File: config.mk
export PLATFORM = sky130hd
export DESIGN_NAME = uart_rx_os
export DESIGN_NICKNAME = d
export VERILOG_FILES = /design/src/rtl/uart_pkg.sv /design/src/rtl/uart_baud_tick.sv /design/src/rtl/uart_rx_os.sv
export SDC_FILE = /design/constraint.sdc
export NUM_CORES = 1
export LEC_CHECK = 0
export BUFFER_PORTS_ARGS = -buffer_cell sky130_fd_sc_hd__buf_2
export CAP_MARGIN = 20
export CELL_PAD_IN_SITES_DETAIL_PLACEMENT = 1
export CELL_PAD_IN_SITES_GLOBAL_PLACEMENT = 1
export CORE_MARGIN = 2
export CORE_UTILIZATION = 40
export DETAILED_ROUTE_END_ITERATION = 7
export HOLD_SLACK_MARGIN = 0.08
export MAX_ROUTING_LAYER = met4
export PLACE_DENSITY_LB_ADDON = 0.1
export SLEW_MARGIN = 20
export SYNTH_ARGS = -nofsm -noshare
export SYNTH_HDL_FRONTEND = slang
export SYNTH_SLANG_ARGS = --single-unit
export TNS_END_PERCENT = 30
File: constraint.sdc
create_clock -name clk -period 2.45 [get_ports clk]
set_clock_uncertainty 0.2 [all_clocks]
set_input_delay 0.49 -clock clk [delete_from_list [all_inputs] [get_ports clk]]
set_output_delay 0.49 -clock clk [all_outputs]
set_load 0.005 [all_outputs]
File: src/rtl/uart_pkg.sv
// rtl/uart_pkg.sv - shared constants, FSM states and divider helper for the UART receiver
package uart_pkg;

    localparam int PAR_NONE = 0;
    localparam int PAR_ODD  = 1;
    localparam int PAR_EVEN = 2;

    typedef enum logic [2:0] {
        ST_IDLE,
        ST_START,
        ST_DATA,
        ST_PAR,
        ST_STOP,
        ST_BRK_WAIT
    } rx_state_t;

    // Clocks per oversample tick, rounded to nearest, never below one.
    function automatic int calc_div(input int clk_hz, input int baud, input int os);
        longint denom;
        longint d;
        denom = longint'(baud) * longint'(os);
        d = (longint'(clk_hz) + denom / 2) / denom;
        if (d < 1) begin
            d = 1;
        end
        return int'(d);
    endfunction

endpackage

File: src/rtl/uart_baud_tick.sv
// rtl/uart_baud_tick.sv - free-running oversample tick divider with synchronous clear
module uart_baud_tick #(
    parameter int DIV = 1
) (
    input  logic clk,
    input  logic rst,
    input  logic clr,
    output logic tick
);

    localparam int CW = (DIV > 1) ? $clog2(DIV) : 1;
    localparam logic [CW-1:0] LAST = CW'(DIV - 1);

    logic [CW-1:0] cnt;

    assign tick = (cnt == LAST);

    // Count DIV clocks per tick; clear restarts the phase at a start edge.
    always_ff @(posedge clk) begin
        if (rst || clr) begin
            cnt <= '0;
        end else if (tick) begin
            cnt <= '0;
        end else begin
            cnt <= cnt + 1'b1;
        end
    end

endmodule

File: src/rtl/uart_rx_os.sv
// rtl/uart_rx_os.sv - oversampling UART receiver with majority vote and error flags
module uart_rx_os
    import uart_pkg::*;
#(
    parameter int CLK_HZ     = 12_000_000,
    parameter int BAUD       = 9600,
    parameter int OVERSAMPLE = 16,
    parameter int DATA_BITS  = 8,
    parameter int PARITY     = 0,
    parameter int STOP_BITS  = 1
) (
    input  logic                 clk,
    input  logic                 rst,
    input  logic                 rx,
    output logic [DATA_BITS-1:0] rx_data,
    output logic                 rx_valid,
    input  logic                 rx_ready,
    output logic                 frame_err,
    output logic                 parity_err,
    output logic                 overrun,
    output logic                 break_det,
    output logic                 busy
);

    localparam int DIV = calc_div(CLK_HZ, BAUD, OVERSAMPLE);
    localparam int OSW = $clog2(OVERSAMPLE);
    localparam logic [OSW-1:0] T_S0   = OSW'(OVERSAMPLE / 2 - 1);
    localparam logic [OSW-1:0] T_S1   = OSW'(OVERSAMPLE / 2);
    localparam logic [OSW-1:0] T_DEC  = OSW'(OVERSAMPLE / 2 + 1);
    localparam logic [OSW-1:0] T_LAST = OSW'(OVERSAMPLE - 1);
    localparam logic [3:0] LAST_DATA  = 4'(DATA_BITS - 1);
    localparam logic [3:0] LAST_STOP  = 4'(STOP_BITS - 1);

    rx_state_t state, state_n;

    logic                 rx_meta, rs, rs_prev;
    logic                 tick;
    logic [OSW-1:0]       os_cnt;
    logic [3:0]           bit_cnt;
    logic [DATA_BITS-1:0] shreg;
    logic                 s0, s1;
    logic                 zero_acc, frm_acc, par_acc;
    logic                 decide, vote, start_det, complete, brk, load;

    assign decide = tick && (os_cnt == T_DEC);
    assign vote   = (s0 & s1) | (s0 & rs) | (s1 & rs);
    assign load   = complete && (!rx_valid || rx_ready);
    assign busy   = (state != ST_IDLE);

    uart_baud_tick #(
        .DIV (DIV)
    ) u_tick (
        .clk  (clk),
        .rst  (rst),
        .clr  (start_det),
        .tick (tick)
    );

    // Two-flop synchroniser plus one delayed copy for falling-edge detection.
    always_ff @(posedge clk) begin
        if (rst) begin
            rx_meta <= 1'b1;
            rs      <= 1'b1;
            rs_prev <= 1'b1;
        end else begin
            rx_meta <= rx;
            rs      <= rx_meta;
            rs_prev <= rs;
        end
    end

    // FSM state register.
    always_ff @(posedge clk) begin
        if (rst) begin
            state <= ST_IDLE;
        end else begin
            state <= state_n;
        end
    end

    // Next state and per-cycle event strobes; bits resolve on the decision tick.
    always_comb begin
        state_n   = state;
        start_det = 1'b0;
        complete  = 1'b0;
        brk       = 1'b0;
        case (state)
            ST_IDLE: begin
                if (rs_prev && !rs) begin
                    state_n   = ST_START;
                    start_det = 1'b1;
                end
            end
            ST_START: begin
                if (decide) begin
                    state_n = vote ? ST_IDLE : ST_DATA;
                end
            end
            ST_DATA: begin
                if (decide && bit_cnt == LAST_DATA) begin
                    state_n = (PARITY != PAR_NONE) ? ST_PAR : ST_STOP;
                end
            end
            ST_PAR: begin
                if (decide) begin
                    state_n = ST_STOP;
                end
            end
            ST_STOP: begin
                if (decide) begin
                    if (bit_cnt == 4'd0 && zero_acc && !vote) begin
                        brk     = 1'b1;
                        state_n = ST_BRK_WAIT;
                    end else if (bit_cnt == LAST_STOP) begin
                        complete = 1'b1;
                        state_n  = ST_IDLE;
                    end
                end
            end
            ST_BRK_WAIT: begin
                if (rs) begin
                    state_n = ST_IDLE;
                end
            end
            default: state_n = ST_IDLE;
        endcase
    end

    // Oversample position within the current bit, and the two early vote samples.
    always_ff @(posedge clk) begin
        if (rst || state == ST_IDLE || state == ST_BRK_WAIT) begin
            os_cnt <= '0;
        end else if (tick) begin
            os_cnt <= (os_cnt == T_LAST) ? '0 : os_cnt + 1'b1;
        end
        if (rst) begin
            s0 <= 1'b1;
            s1 <= 1'b1;
        end else if (tick) begin
            if (os_cnt == T_S0) s0 <= rs;
            if (os_cnt == T_S1) s1 <= rs;
        end
    end

    // Bit counter, data shift register and per-frame error/break accumulators.
    always_ff @(posedge clk) begin
        if (rst || state_n != state) begin
            bit_cnt <= '0;
        end else if (decide && (state == ST_DATA || state == ST_STOP)) begin
            bit_cnt <= bit_cnt + 1'b1;
        end
        if (rst) begin
            shreg    <= '0;
            zero_acc <= 1'b0;
            frm_acc  <= 1'b0;
            par_acc  <= 1'b0;
        end else if (start_det) begin
            zero_acc <= 1'b1;
            frm_acc  <= 1'b0;
            par_acc  <= 1'b0;
        end else if (decide) begin
            if (state == ST_DATA) begin
                shreg <= {vote, shreg[DATA_BITS-1:1]};
            end
            if (state == ST_DATA || state == ST_PAR) begin
                zero_acc <= zero_acc & ~vote;
            end
            if (state == ST_PAR) begin
                par_acc <= (PARITY == PAR_ODD) ? ~(^shreg ^ vote) : (^shreg ^ vote);
            end
            if (state == ST_STOP) begin
                frm_acc <= frm_acc | ~vote;
            end
        end
    end

    // Output holding register with valid/ready handshake and event pulses.
    always_ff @(posedge clk) begin
        if (rst) begin
            rx_data    <= '0;
            rx_valid   <= 1'b0;
            frame_err  <= 1'b0;
            parity_err <= 1'b0;
            overrun    <= 1'b0;
            break_det  <= 1'b0;
        end else begin
            overrun   <= complete && rx_valid && !rx_ready;
            break_det <= brk;
            if (load) begin
                rx_data    <= shreg;
                frame_err  <= frm_acc | ~vote;
                parity_err <= par_acc;
                rx_valid   <= 1'b1;
            end else if (rx_valid && rx_ready) begin
                rx_valid <= 1'b0;
            end
        end
    end

endmodule
==> run_results.csv <==
group,metric,value,unit
route,viasPerCell,5.230,
cts,cts_inserted_buffers,5,
place,gp_congestion,0.8773,
sta,grt_setup_unrepaired,"no",
job,drv_cap,0,
worst_setup_path,cp-end-kind,"flop",
yosys,synth_edf_count,0,
floorplanning,core-area,0.005205,sq mm
power,total_power,0.001379,W
grt,grt.busiest_layer,"met2",
grt,grt_use_met3,4.070,%
sta,setup_ws,0.2975,ns
sta,period_needed,2.152,ns
sta,slew_viol_final,0,
worst_setup_path,worstRegToRegCells,7,
sta,period_share,87.86,%
route,wirelength,4672,um
place,portBuffers,17,
grt,grt_usage,17.69,%
worst_setup_path,crit_fanout,11,
cts,cts_sinks,47,
floorplanning,die_h,77.93,um
yosys,synth.area.top_cells,"dfxtp_1 (43%), nand2_1 (5.2%), mux2i_1 (5.0%)",
min_path,hold_start,"rx",
worst_setup_path,required,2.48,ns
cts,cts_tree,"yes",
place,post-place-ws,0.3050,ns
worst_setup_path,critical_path_class,"flop to flop",
power,power.density,563.9,mW/mm^2
min_path,hold_class,"input port to flop",
finish,drive_above_1_share,14.23,%
worst_setup_path,rrSetupSlack,0.30,ns
run_status,outcome,"completed",
route,firstDrtPassIters,4,
yosys,ys_ff_latch,47,
worst_setup_path,crit_arrival,2.18,ns
grt,antenna_found_initial,0,
worst_setup_path,r2r-end,"frame_err",
yosys,synth_most_common_cell,"dfxtp_1",
cts,cts_max_level,2,
worst_setup_path,startpoint_type,"flop",
cts,root_buffer,"clkbuf_8",
grt,grt_use_met2,27.41,%
place,placed_cells,323,
yosys,avgSynthCellArea,9.032,sq um
power,peakVddDrop,302.8,uV
floorplanning,rows,26,
cts,cts_max_path_buffers,2,
floorplanning,io_pins,18,
grt,grt_overflow,0,
cts,cts_hold_buf,0,
yosys,synth_nets,253,
grt,met1_usage,22.34,%
yosys,ys_types,48,
min_path,hold_path_depth,2,
floorplanning,start_util,42.00,%
yosys,yosysTopAreaCell,"dfxtp_1",
finish,layout.nets,271,
cts,clock_latency,0.30,ns
route,drc,0,
grt,grt_max_degree,33,
finish,insertedDiodeCount,0,
route,vias,1726,
sta,worst_pin_slew,0.5177,ns
yosys,synth_common_cells,"dfxtp_1 (47), nand2_1 (30), nor2_1 (26)",
sta,max_freq,464.6,MHz
sta,hold_violations,0,
finish,fin_cells,330,
cts,clk_pin_slew,0.08,ns
yosys,yosysSeqAreaShare,43.05,%
place,dp_hpwl,3549,um
cts,cts_resized,0,
grt,grt_pass1_wl,8390,um
yosys,syn_inst,242,
worst_setup_path,reg2reg_from,"os_cnt[0]",
yosys,syn_area,0.002186,sq mm
power,leakage,0.9678,nW
yosys,yosysWarnings,0,
sta,finalSetupTns,0,ns
route,drtAntennaViolNets,0,
sta,slew_headroom,65.17,%
finish,final_util,46.97,%
min_path,worstHoldEndpoint,"rx_meta",
sta,setup_violations,0,
floorplanning,die_x,77.93,um
floorplanning,dieArea,0.006072,sq mm
finish,area.growth.synth_to_final,11.85,%
yosys,async_flop_share,0,%
yosys,ys.flop_type,"dfxtp_1",
route,drtIter0Drc,86,
route,drt-wirelength-per-cell,14.16,um
cts,post_cts_buffers,0,
yosys,synth_top_area_share,43.05,%
grt,grt_pass1_vias,1755,
## power breakdown
group / internal (W) / leakage [nW] / total [W] / switching (W)
registers: 0.000771 / 0.380 / 0.000782 / 0.0000109
clock network: 0.000298 / 0.0502 / 0.000554 / 0.000256
logic: 0.0000181 / 0.538 / 0.0000423 / 0.0000242
total: 0.00109 / 0.968 / 0.00138 / 0.000291
## worst max path at each step
stage | from | end | depth (start not counted)
after global placement | u_tick.cnt[0] | overrun | 6
after global routing | os_cnt[0] | frame_err | 7
after detailed placement | os_cnt[1] | bit_cnt[3] | 7
after CTS | os_cnt[1] | bit_cnt[3] | 7
final | os_cnt[0] | frame_err | 7
after floorplan | os_cnt[1] | bit_cnt[1] | 8
## cells by family after synthesis
kind of cell | count (synthesis) | share of synthesized area (%)
AOI/OAI and AO/OA | 39 | 11.62
and+or+nand+nor | 104 | 25.13
adders and majority gates | 8 | 4.465
xor gates and xnor gates | 16 | 7.041
buffers and inverters | 17 | 3.664
muxes | 11 | 5.037
DFF | 47 | 43.05
## routing by layer
layer / part of all wire (%) / vias to the layer above / wire, um
met2: 44 / 27 / 2075
li1: - / 879 / -
met5: 0 / - / 0
met4: 2.4 / 0 / 111
met3: 3.3 / 11 / 152
met1: 50 / 809 / 2332
## metrics by stage
stage,area (sq um),hold slack [ns]
4_1_cts,2445,0.1599
3_3_place_gp,2338,0.1922
6_report,2445,0.1704
2_1_floorplan,2186,0.1895
3_5_place_dp,2338,0.1972
5_1_grt,2445,0.1712
## worst max-delay path, stage by stage, from the launching register on
cell       delay (ns)
dfxtp_1          0.42
ha_1             0.31
and3b_1          0.25
nand4_1          0.16
nand4bb_1        0.24
buf_4            0.21
nor2b_1          0.14
nor3_1           0.15
## state kept, by name, indices dropped and copies added, names as in the netlist
signal / cells
bit_cnt: 4
break_det: 1
frame_err: 1
frm_acc: 1
os_cnt: 4
overrun: 1
par_acc: 1
parity_err: 1
rs: 1
rs_prev: 1
rx_data: 8
rx_meta: 1
rx_valid: 1
s0: 1
s1: 1
shreg: 8
state: 3
u_tick.cnt: 7
zero_acc: 1
## placed cells by master, fill, tap and decap left out, drive strengths merged, types with 2 or more instances in the layout
master / count
a21oi: 16
ha: 7
nand4b: 3
mux2i: 11
and2: 3
dfxtp: 47
nand2: 30
nand2b: 6
nor4: 2
nor2b: 4
xnor2: 9
or2: 3
o21ai: 2
clkbuf: 5
nand4bb: 2
buf: 22
nor2: 26
a21boi: 3
nand4: 6
inv: 6
nor3: 3
and4b: 2
xor2: 6
a31oi: 7
nand3: 6
or3: 2
## final cells by class
type,count,area [sq um]
clock buffers,5,68.82
clock inverters,2,37.54
fillers,632,2760
inverters,6,22.52
multi-input cells,178,1165
flip-flops and latches,47,940.9
well taps,70,87.58
repair buffers,22,122.6
Power figures use the tool's default switching activity.
